`src/rtl/char_console_writer.sv`:
```
// Character console writer: turns a valid/ready ASCII stream into frame buffer writes,
// tracking a text cursor and handling CR/LF/BS/FF, line wrap, hardware scroll and clear.
module char_console_writer #(
  parameter int unsigned H_CHARS    = 100,
  parameter int unsigned V_CHARS    = 75,
  parameter int unsigned ADDR_WIDTH = 13
) (
  input  logic                  axi4clk,
  input  logic                  reset_axi,
  input  logic                  char_valid,
  output logic                  char_ready,
  input  logic [7:0]            char_code,
  input  logic [8:0]            char_color,
  output logic [ADDR_WIDTH-1:0] processor_addr,
  output logic [15:0]           processor_din,
  input  logic [15:0]           processor_dout,
  output logic                  processor_we,
  output logic [6:0]            cursor_col,
  output logic [6:0]            cursor_row,
  output logic                  busy
);

  localparam logic [ADDR_WIDTH-1:0] HStep      = ADDR_WIDTH'(H_CHARS);
  localparam logic [ADDR_WIDTH-1:0] ScrollLast = ADDR_WIDTH'((V_CHARS - 1) * H_CHARS - 1);
  localparam logic [ADDR_WIDTH-1:0] ScreenLast = ADDR_WIDTH'(V_CHARS * H_CHARS - 1);
  localparam logic [ADDR_WIDTH-1:0] AddrOne    = ADDR_WIDTH'(1);
  localparam logic [6:0]            ColLast    = 7'(H_CHARS - 1);
  localparam logic [6:0]            RowLast    = 7'(V_CHARS - 1);
  localparam logic [15:0]           Blank      = 16'h0020;

  typedef enum logic [2:0] {
    StIdle,
    StExec,
    StScrollRd,
    StScrollWr,
    StClearRow,
    StClearAll
  } state_e;

  state_e                state_q, state_d;
  logic [6:0]            col_q, col_d;
  logic [6:0]            row_q, row_d;
  logic [ADDR_WIDTH-1:0] base_q, base_d;
  logic [ADDR_WIDTH-1:0] idx_q, idx_d;
  logic [7:0]            code_q, code_d;
  logic [8:0]            color_q, color_d;
  logic                  do_lf;

  always_ff @(posedge axi4clk) begin
    if (reset_axi) begin
      state_q <= StIdle;
      col_q   <= '0;
      row_q   <= '0;
      base_q  <= '0;
      idx_q   <= '0;
      code_q  <= '0;
      color_q <= '0;
    end else begin
      state_q <= state_d;
      col_q   <= col_d;
      row_q   <= row_d;
      base_q  <= base_d;
      idx_q   <= idx_d;
      code_q  <= code_d;
      color_q <= color_d;
    end
  end

  always_comb begin
    state_d        = state_q;
    col_d          = col_q;
    row_d          = row_q;
    base_d         = base_q;
    idx_d          = idx_q;
    code_d         = code_q;
    color_d        = color_q;
    do_lf          = 1'b0;
    char_ready     = 1'b0;
    busy           = 1'b0;
    processor_we   = 1'b0;
    processor_addr = '0;
    processor_din  = '0;

    unique case (state_q)
      StIdle: begin
        char_ready = ~reset_axi;
        if (char_valid) begin
          state_d = StExec;
          code_d  = char_code;
          color_d = char_color;
        end
      end

      StExec: begin
        state_d = StIdle;
        if (code_q >= 8'h20 && code_q <= 8'h7E) begin
          processor_we   = 1'b1;
          processor_addr = base_q + ADDR_WIDTH'(col_q);
          processor_din  = {color_q, code_q[6:0]};
          if (col_q == ColLast) begin
            col_d = '0;
            do_lf = 1'b1;
          end else begin
            col_d = col_q + 7'd1;
          end
        end else begin
          case (code_q)
            8'h0D: col_d = '0;
            8'h0A: do_lf = 1'b1;
            8'h08: if (col_q != 7'd0) col_d = col_q - 7'd1;
            8'h0C: begin
              state_d = StClearAll;
              idx_d   = '0;
            end
            default: ;
          endcase
        end
        // Bottom row overflow scrolls instead of advancing; the cursor stays on the last row.
        if (do_lf) begin
          if (row_q != RowLast) begin
            row_d  = row_q + 7'd1;
            base_d = base_q + HStep;
          end else begin
            state_d = StScrollRd;
            idx_d   = '0;
          end
        end
      end

      StScrollRd: begin
        busy           = 1'b1;
        processor_addr = idx_q + HStep;
        state_d        = StScrollWr;
      end

      StScrollWr: begin
        busy           = 1'b1;
        processor_we   = 1'b1;
        processor_addr = idx_q;
        processor_din  = processor_dout;
        idx_d          = idx_q + AddrOne;
        // idx continues straight into the first word of the last row.
        if (idx_q == ScrollLast) state_d = StClearRow;
        else                     state_d = StScrollRd;
      end

      StClearRow, StClearAll: begin
        busy           = 1'b1;
        processor_we   = 1'b1;
        processor_addr = idx_q;
        processor_din  = Blank;
        idx_d          = idx_q + AddrOne;
        if (idx_q == ScreenLast) begin
          state_d = StIdle;
          if (state_q == StClearAll) begin
            col_d  = '0;
            row_d  = '0;
            base_d = '0;
          end
        end
      end

      default: state_d = StIdle;
    endcase
  end

  assign cursor_col = col_q;
  assign cursor_row = row_q;

endmodule
```
`config.mk`:
```
export PLATFORM = sky130hd
export DESIGN_NAME = char_console_writer
export DESIGN_NICKNAME = d
export VERILOG_FILES = /design/src/rtl/char_console_writer.sv
export SDC_FILE = /design/constraint.sdc
export NUM_CORES = 1
export LEC_CHECK = 0
export BUFFER_PORTS_ARGS = -buffer_cell sky130_fd_sc_hd__buf_2
export CAP_MARGIN = 5
export CORE_MARGIN = 2
export CORE_UTILIZATION = 35
export DETAILED_ROUTE_END_ITERATION = 8
export GPL_ROUTABILITY_DRIVEN = 0
export SKIP_LAST_GASP = 1
export SLEW_MARGIN = 20
export SYNTH_ARGS = -nofsm -noshare
export SYNTH_HDL_FRONTEND = slang
export SYNTH_SLANG_ARGS = --single-unit
```
`constraint.sdc`:
```
create_clock -name axi4clk -period 4.1 [get_ports axi4clk]
set_clock_uncertainty 0.05 [all_clocks]
set_input_delay 1.025 -clock axi4clk [delete_from_list [all_inputs] [get_ports axi4clk]]
set_output_delay 1.025 -clock axi4clk [all_outputs]
set_load 0.01 [all_outputs]
```
==> results of run 1 <==
==> worst reg2reg max path, delay by kind of cell, from the launching register on <==
family | cells | cell delay [ns]
xor gates and xnor gates | 1 | 0.18
DFF | 1 | 0.72
and+or+nand+nor | 5 | 1.62
buffers and inverters | 1 | 0.20
==> layout make-up <==
cell class              instances  area share (%)
clock buffers                  12           3.420
clock inverters                 4           1.627
well taps                     140           3.861
repair buffers                 88           10.09
flip-flops and latches         58           25.59
inverters                      12          0.9928
multi-input cells             398           54.41
==> kinds of logic after synthesis <==
group / share of synthesized area (%)
AOI/OAI and AO/OA: 25.17
xor gates and xnor gates: 6.219
adders and majority gates: 4.936
buffers and inverters: 4.541
DFF: 30.54
muxes: 0.2633
and+or+nand+nor: 28.33
==> metrics by stage <==
stage	cell area (um^2)	instances	hold WS, ns	setup WS (ns)
2_1_floorplan	3802	498	0.3866	1.198
3_3_place_gp	4308	696	0.4001	0.8895
3_5_place_dp	4308	696	0.4014	0.8460
4_1_cts	4537	712	0.4123	0.4597
5_1_grt	4537	712	0.4352	0.2403
6_report	4537	712	0.4127	0.4789
==> path summary, 6_finish.rpt <==
check / depth (start not counted) / start / slack (ns) / to
setup reg to reg: 7 / state_q[2] / 1.22 / idx_q[11]
hold reg to reg: 2 / color_q[1] / 0.41 / color_q[1]
setup / recovery: 8 / cursor_col[3] / 0.48 / processor_addr[11]
hold / removal: 2 / color_q[1] / 0.41 / color_q[1]
==> flip-flops by register name, summed over array words and instances (netlist names) <==
signal and cells:
code_q 8, idx_q 13, color_q 9, cursor_col 7, state_q 3, base_q 11, cursor_row 7
==> synthesized netlist by cell type (4+ instances only) <==
cell type and n:
nor4_1 4, xnor2_1 16, dfxtp_1 58, a22o_1 19, o31ai_1 8, nor2b_1 4, and3_1 4, a221o_1 4
nand2_1 76, or3_1 8, nor2_1 49, o21ai_0 28, o221ai_1 6, nand4_1 5, a31oi_1 7, nand3b_1 5
a21oi_1 36, xor2_1 11, ha_1 15, nand2b_1 7, o22ai_1 4, inv_1 12, nor3_1 11, clkbuf_1 24
nand3_1 20
==> metal layers <==
layer  part of all wire [%]  global-route usage (%)
met1                     46                   25.04
met2                     46                   31.72
met3                    7.2                   5.485
met4                   0.90                   4.487
met5                      0                       0
==> report_power, final <==
part / switching, mW / internal, mW / total, mW
clock: 0.244 / 0.376 / 0.620
sequential: 0.0155 / 0.576 / 0.591
combinational: 0.0676 / 0.0477 / 0.115
==> results.sh, run 1 <==
export IMPL_status="finished, final reports clean"
export IMPL_antenna_found_initial=0
export IMPL_cpMaxStageDelayCell="dfxtp_1"
export IMPL_fmax_mhz=276.2
export IMPL_finalCriticalPeriod_ns=3.621
export IMPL_total_power_mw=1.326
export IMPL_core_um2=10700
export IMPL_post_route_period_util_pct=88.32
export IMPL_dp_hpwl_um=8077
export IMPL_finalSetupViolations=0
export IMPL_die_area_um2=11710
export IMPL_via_count=3883
export IMPL_ys_types=63
export IMPL_diodes=0
export IMPL_hold_buffers=0
export IMPL_cap_violations=0
export IMPL_layout_nets=618
export IMPL_maxSlewViolCount=0
export IMPL_n_fill_cell=1141
export IMPL_drive_above_1_share_pct=19.93
export IMPL_crit_chain="ha_1, a21oi_1, nor2_1, nor3_1, nor2_1, xnor2_1, o221ai_1, buf_2"
export IMPL_path_clk_slew_ns=0.07
export IMPL_boundaryPins=82
export IMPL_synthCells=498
export IMPL_rsz0062_at_grt="false"
export IMPL_postCtsSetupBuffers=0
export IMPL_grt_start_max_net_pins=33
export IMPL_synth_nets=549
export IMPL_seq_area_um2=1161
export IMPL_area_growth_pct=19.32
export IMPL_clockRootBuffer="clkbuf_8"
export IMPL_crit_family="simple AND/OR/NAND/NOR gates"
export IMPL_cts_buffers=9
export IMPL_p_leak_nw=1.855
export IMPL_powerDensity_nw_per_um2=292.3
export IMPL_finalHoldViolCount=0
export IMPL_synth_top_cell_area_share_pct=30.54
export IMPL_async_flop_share_pct=0
export IMPL_cp_arrival_ns=2.55
export IMPL_clkSinkCount=58
export IMPL_irDropWorstVdd_mv=0.1665
export IMPL_clockBufferDepth=2
export IMPL_post_drt_wl_per_cell_um=15.49
export IMPL_critical_path_max_fanout=11
export IMPL_initial_core_util_pct=35.54
export IMPL_gr_total_overflow=0
export IMPL_yosysTopAreaCell="dfxtp_1"
export IMPL_synth_flop_cell="dfxtp_1"
export IMPL_synth_seq_area_share_pct=30.54
export IMPL_grt_usage_pct=19.28
export IMPL_path_common_cell="nor2_1"
export IMPL_fin_util_pct=42.41
export IMPL_grt_pass1_vias=3630
export IMPL_die_y_um=108.2
export IMPL_multiInputGateArea_um2=2469
export IMPL_crit_type="register to output pin"
export IMPL_yosysWarnings=0
export IMPL_tightest_slew_ns=0.8961
export IMPL_slew_headroom_pct=39.42
export IMPL_mostFrequentLayoutCells="buf_2 (81), nand2_1 (76), dfxtp_1 (58), nor2_1 (49), a21oi_1 (36)"
export IMPL_avgSynthCellArea_um2=7.635
export IMPL_cts_resized=0
export IMPL_final_common_cell="buf_2"
export IMPL_worstPathRequired_ns=3.02
export IMPL_drc=0
export IMPL_synth_area_um2=3802
export IMPL_hp_class="register to register"
export IMPL_drtIter0Drc=265
export IMPL_cts_tree="built"
export IMPL_max_stage_delay_ns=0.51
export IMPL_ys_ff_latch=58
export IMPL_insertion_delay_ns=0.34
export IMPL_first_pass_iters=5
export IMPL_grt_pass1_wl_um=17910
export IMPL_vias_per_cell=5.454
export IMPL_num_rows=38
export IMPL_start_kind="register"
export IMPL_synth_edf_count=0
export IMPL_totalWireLength_um=11030
export IMPL_die_w_um=108.2
export IMPL_ctsHtreeMaxLevel=3
export IMPL_synth_area_leaders="dfxtp_1 (31%), nand2_1 (7.5%), ha_1 (4.9%)"
export IMPL_end_kind="output pin"
export IMPL_worst_path_buf_inv=1
export IMPL_finalSetupTns_ns=0
export IMPL_ant_nets=0
export IMPL_portBuffers=81
(Power assumes the default switching activity.)
==> run 2: changes to the inputs <==
--- a/config.mk
+++ b/config.mk
@@ -11,6 +11,7 @@
 export CORE_UTILIZATION = 35
 export DETAILED_ROUTE_END_ITERATION = 8
 export GPL_ROUTABILITY_DRIVEN = 0
+export RECOVER_POWER = 100
 export SKIP_LAST_GASP = 1
 export SLEW_MARGIN = 20
 export SYNTH_ARGS = -nofsm -noshare
==> results.sh, run 2 (synthesis gave the netlist of run 1 again) <==
export IMPL_clkSinkCount=58
export IMPL_cts_buffers=9
export IMPL_irDropWorstVdd_mv=0.1669
export IMPL_via_count=3932
export IMPL_finalSetupTns_ns=0
export IMPL_powerDensity_nw_per_um2=297.2
export IMPL_placed_area_um2=4308
export IMPL_postCtsSetupBuffers=0
export IMPL_vias_per_cell=5.522
export IMPL_cp_arrival_ns=2.67
export IMPL_die_w_um=108.2
export IMPL_crit_type="register to output pin"
export IMPL_dp_hpwl_um=8077
export IMPL_finalHoldViolCount=0
export IMPL_cap_violations=1
export IMPL_worstPathRequired_ns=3.02
export IMPL_drive_above_1_share_pct=11.19
export IMPL_cts_resized=0
export IMPL_multiInputGateArea_um2=2444
export IMPL_largest_reg_flops=13
export IMPL_gr_total_overflow=0
export IMPL_antenna_found_initial=0
export IMPL_ant_nets=0
export IMPL_layout_nets=618
export IMPL_core_um2=10700
export IMPL_post_drt_wl_per_cell_um=15.53
export IMPL_drc=0
export IMPL_clockBufferDepth=2
export IMPL_largest_registers="idx_q x13, base_q x11, color_q x9"
export IMPL_finalCriticalPeriod_ns=3.742
export IMPL_n_fill_cell=1152
export IMPL_rsz0062_at_grt="false"
export IMPL_status="finished, violations left"
export IMPL_cts_tree="built"
export IMPL_post_route_period_util_pct=91.27
export IMPL_slew_headroom_pct=-12.86
export IMPL_largest_register="idx_q"
export IMPL_end_kind="output pin"
export IMPL_mostFrequentLayoutCells="nand2_1 (76), dfxtp_1 (58), nor2_1 (49), clkbuf_1 (46), buf_2 (38)"
export IMPL_final_cell_area_um2=4448
export IMPL_ctsHtreeMaxLevel=3
export IMPL_critical_path_max_fanout=15
export IMPL_grt_pass1_vias=3630
export IMPL_seq_area_um2=1161
export IMPL_hp_class="register to register"
export IMPL_fmax_mhz=267.2
export IMPL_grt_start_max_net_pins=33
export IMPL_timing_rr_start="idx_q[0]"
export IMPL_tightest_slew_ns=1.675
export IMPL_clockRootBuffer="clkbuf_8"
export IMPL_boundaryPins=82
export IMPL_die_y_um=108.2
export IMPL_maxSlewViolCount=17
export IMPL_totalWireLength_um=11050
export IMPL_start_kind="register"
export IMPL_num_rows=38
export IMPL_insertion_delay_ns=0.34
export IMPL_die_area_um2=11710
export IMPL_initial_core_util_pct=35.54
export IMPL_cp_startpoint="state_q[0]"
export IMPL_final_common_cell="nand2_1"
export IMPL_drtIter0Drc=257
export IMPL_finalSetupViolations=0
export IMPL_portBuffers=81
export IMPL_path_clk_slew_ns=0.07
export IMPL_placed_cells=696
export IMPL_diodes=0
export IMPL_final_cells=712
export IMPL_first_pass_iters=5
export IMPL_grt_pass1_wl_um=17910
export IMPL_total_power_mw=1.322
export IMPL_grt_usage_pct=19.28
export IMPL_worst_hold_slack_ns=0.4121
export IMPL_min_from="color_q[1]"
export IMPL_hold_buffers=0
export IMPL_violations="max-capacitance violations, max-slew violations"
export IMPL_area_growth_pct=16.98
export IMPL_p_leak_nw=1.653
[run 2: path summary, 6_finish.rpt]
path,endpoint,slack [ns],cells after the start
worst max-delay path,processor_din[15],0.36,5
worst min-delay path,color_q[1],0.41,2
worst max register to register,cursor_row[6],0.66,7
worst min register to register,color_q[1],0.41,2
[run 2: metal layers]
| metal | vias up | GRT usage, % | part of all wire, % |
|---|---|---|---|
| met5 | - | 0 | 0 |
| met2 | 152 | 31.72 | 45 |
| met3 | 13 | 5.485 | 7.2 |
| li1 | 1941 | - | - |
| met4 | 0 | 4.487 | 1.1 |
| met1 | 1826 | 25.04 | 46 |
[run 2: through the flow]
step	utilization, %	worst slack (ns)
after global routing	41.58	0.2135
after detailed placement	40.27	0.8460
after global placement	40.27	0.8895
after floorplan	-	1.198
final	41.58	0.3578
after CTS	42.41	0.4597
[run 2: area by class of cell]
class	count	share of cell area, %
sequential	58	26.10
multi-input combinational	398	54.94
clock inverter	4	1.660
clock buffer	12	3.488
inverter	12	1.013
timing repair buffer	88	8.861
tap	140	3.938
[run 2: worst max-delay path, stage by stage (launching register included)]
cell,delay [ns]
dfxtp_1,0.57
or3b_2,0.55
nor2_1,0.44
clkbuf_2,0.40
a22o_1,0.21
clkbuf_1,0.15
[run 2: power breakdown]
part / leakage, nW / switching [mW] / internal [mW]
sequential: 0.470 / 0.0155 / 0.576
clock: 0.117 / 0.242 / 0.376
combinational: 1.07 / 0.0677 / 0.0453
==> run 3: changes to the inputs <==
--- a/config.mk
+++ b/config.mk
@@ -5,11 +5,12 @@
 export SDC_FILE = /design/constraint.sdc
 export NUM_CORES = 1
 export LEC_CHECK = 0
-export BUFFER_PORTS_ARGS = -buffer_cell sky130_fd_sc_hd__buf_2
 export CAP_MARGIN = 5
+export CORE_ASPECT_RATIO = 0.8
 export CORE_MARGIN = 2
-export CORE_UTILIZATION = 35
+export CORE_UTILIZATION = 39
 export DETAILED_ROUTE_END_ITERATION = 8
+export DONT_BUFFER_PORTS = 1
 export GPL_ROUTABILITY_DRIVEN = 0
 export RECOVER_POWER = 100
 export SKIP_LAST_GASP = 1
==> results.sh, run 3 (synthesis gave the netlist of run 1 again) <==
export IMPL_status="finished, violations left"
export IMPL_violations="max-capacitance violations, max-slew violations"
export IMPL_boundaryPins=82
export IMPL_first_pass_iters=5
export IMPL_largest_reg_flops=13
export IMPL_post_drt_wl_per_cell_um=17.28
export IMPL_tightest_slew_ns=1.736
export IMPL_portBuffers=0
export IMPL_clockRootBuffer="clkbuf_16"
export IMPL_multiInputGateArea_um2=2444
export IMPL_post_route_period_util_pct=92.59
export IMPL_via_count=3590
export IMPL_core_um2=9569
export IMPL_clkSinkCount=58
export IMPL_antenna_found_initial=0
export IMPL_slew_headroom_pct=-16.93
export IMPL_drtIter0Drc=199
export IMPL_n_fill_cell=969
export IMPL_worstPathRequired_ns=3.02
export IMPL_die_area_um2=10560
export IMPL_finalSetupTns_ns=0
export IMPL_layout_nets=536
export IMPL_ctsHtreeMaxLevel=3
export IMPL_largest_registers="idx_q x13, base_q x11, color_q x9"
export IMPL_diodes=0
export IMPL_drc=0
export IMPL_postCtsSetupBuffers=0
export IMPL_cts_resized=0
export IMPL_hold_buffers=0
export IMPL_grt_pass1_wl_um=17150
export IMPL_final_common_cell="nand2_1"
export IMPL_cts_buffers=9
export IMPL_finalCriticalPeriod_ns=3.796
export IMPL_powerDensity_nw_per_um2=329.7
export IMPL_totalWireLength_um=10490
export IMPL_fin_util_pct=42.77
export IMPL_cts_tree="built"
export IMPL_p_leak_nw=1.451
export IMPL_maxSlewViolCount=17
export IMPL_irDropWorstVdd_mv=0.1649
export IMPL_num_rows=32
export IMPL_gr_total_overflow=0
export IMPL_die_y_um=92.32
export IMPL_mostFrequentLayoutCells="nand2_1 (76), dfxtp_1 (58), nor2_1 (49), a21oi_1 (36), o21ai_0 (29)"
export IMPL_grt_usage_pct=20.46
export IMPL_ant_nets=0
export IMPL_path_clk_slew_ns=0.05
export IMPL_critical_path_max_fanout=15
export IMPL_end_kind="output pin"
export IMPL_rsz0062_at_grt="false"
export IMPL_cap_violations=1
export IMPL_start_kind="register"
export IMPL_cp_arrival_ns=2.72
export IMPL_finalHoldViolCount=0
export IMPL_initial_core_util_pct=39.74
export IMPL_grt_pass1_vias=3412
export IMPL_dp_hpwl_um=7645
export IMPL_finalSetupViolations=0
export IMPL_hp_class="register to register"
export IMPL_drive_above_1_share_pct=4.508
export IMPL_total_power_mw=1.349
export IMPL_vias_per_cell=5.914
export IMPL_seq_area_um2=1161
export IMPL_area_growth_pct=7.634
export IMPL_insertion_delay_ns=0.33
export IMPL_clockBufferDepth=2
export IMPL_largest_register="idx_q"
export IMPL_grt_start_max_net_pins=34
export IMPL_crit_type="register to output pin"
export IMPL_fmax_mhz=263.4
export IMPL_die_w_um=114.4
[run 3: layout make-up]
class / instances / area share (%)
Clock inverter: 3 / 0.4280
Tap cell: 119 / 3.638
Clock buffer: 11 / 5.931
Inverter: 12 / 1.101
Sequential cell: 58 / 28.37
Timing Repair Buffer: 6 / 0.8254
Multi-Input combinational cell: 398 / 59.71
[run 3: where the power goes]
group	switching, mW	internal, mW
Combinational	0.0547	0.0310
Sequential	0.0154	0.577
Clock	0.256	0.416
[run 3: through the flow]
stage	hold slack [ns]	area, um^2	cells	worst slack (ns)
final	0.4014	4093	607	0.3040
after global routing	0.4199	4093	607	0.09823
after CTS	0.4007	4129	607	0.4082
after detailed placement	0.3936	3869	593	0.7684
after global placement	0.3878	3869	593	0.8239
after floorplan	0.3866	3802	498	1.198
[run 3: critical path, stage by stage, from the launching register on]
cell,delay [ns]
dfxtp_1,0.55
or3b_2,0.54
nor2_1,0.39
clkbuf_1,0.58
a22o_1,0.34
[run 3: path summary, 6_finish.rpt]
kind                                 start          endpoint  slack (ns)  cells after the start
worst max-delay path            state_q[0]  processor_din[6]        0.30                      4
worst min-delay path            color_q[6]        color_q[6]        0.40                      2
worst max register to register    idx_q[0]     cursor_row[6]        0.69                      7
worst min register to register  color_q[6]        color_q[6]        0.40                      2
[run 3: per-layer routing]
metal  vias to the layer above  part of all wire [%]  track usage, %  wire length (um)
li1                       1781                     -               -                 -
met2                       116                    44           30.72              4606
met5                         -                     0               0                 0
met4                         0                   1.2           6.504               123
met3                        16                   6.9           7.330               725
met1                      1677                    48           27.34              5035
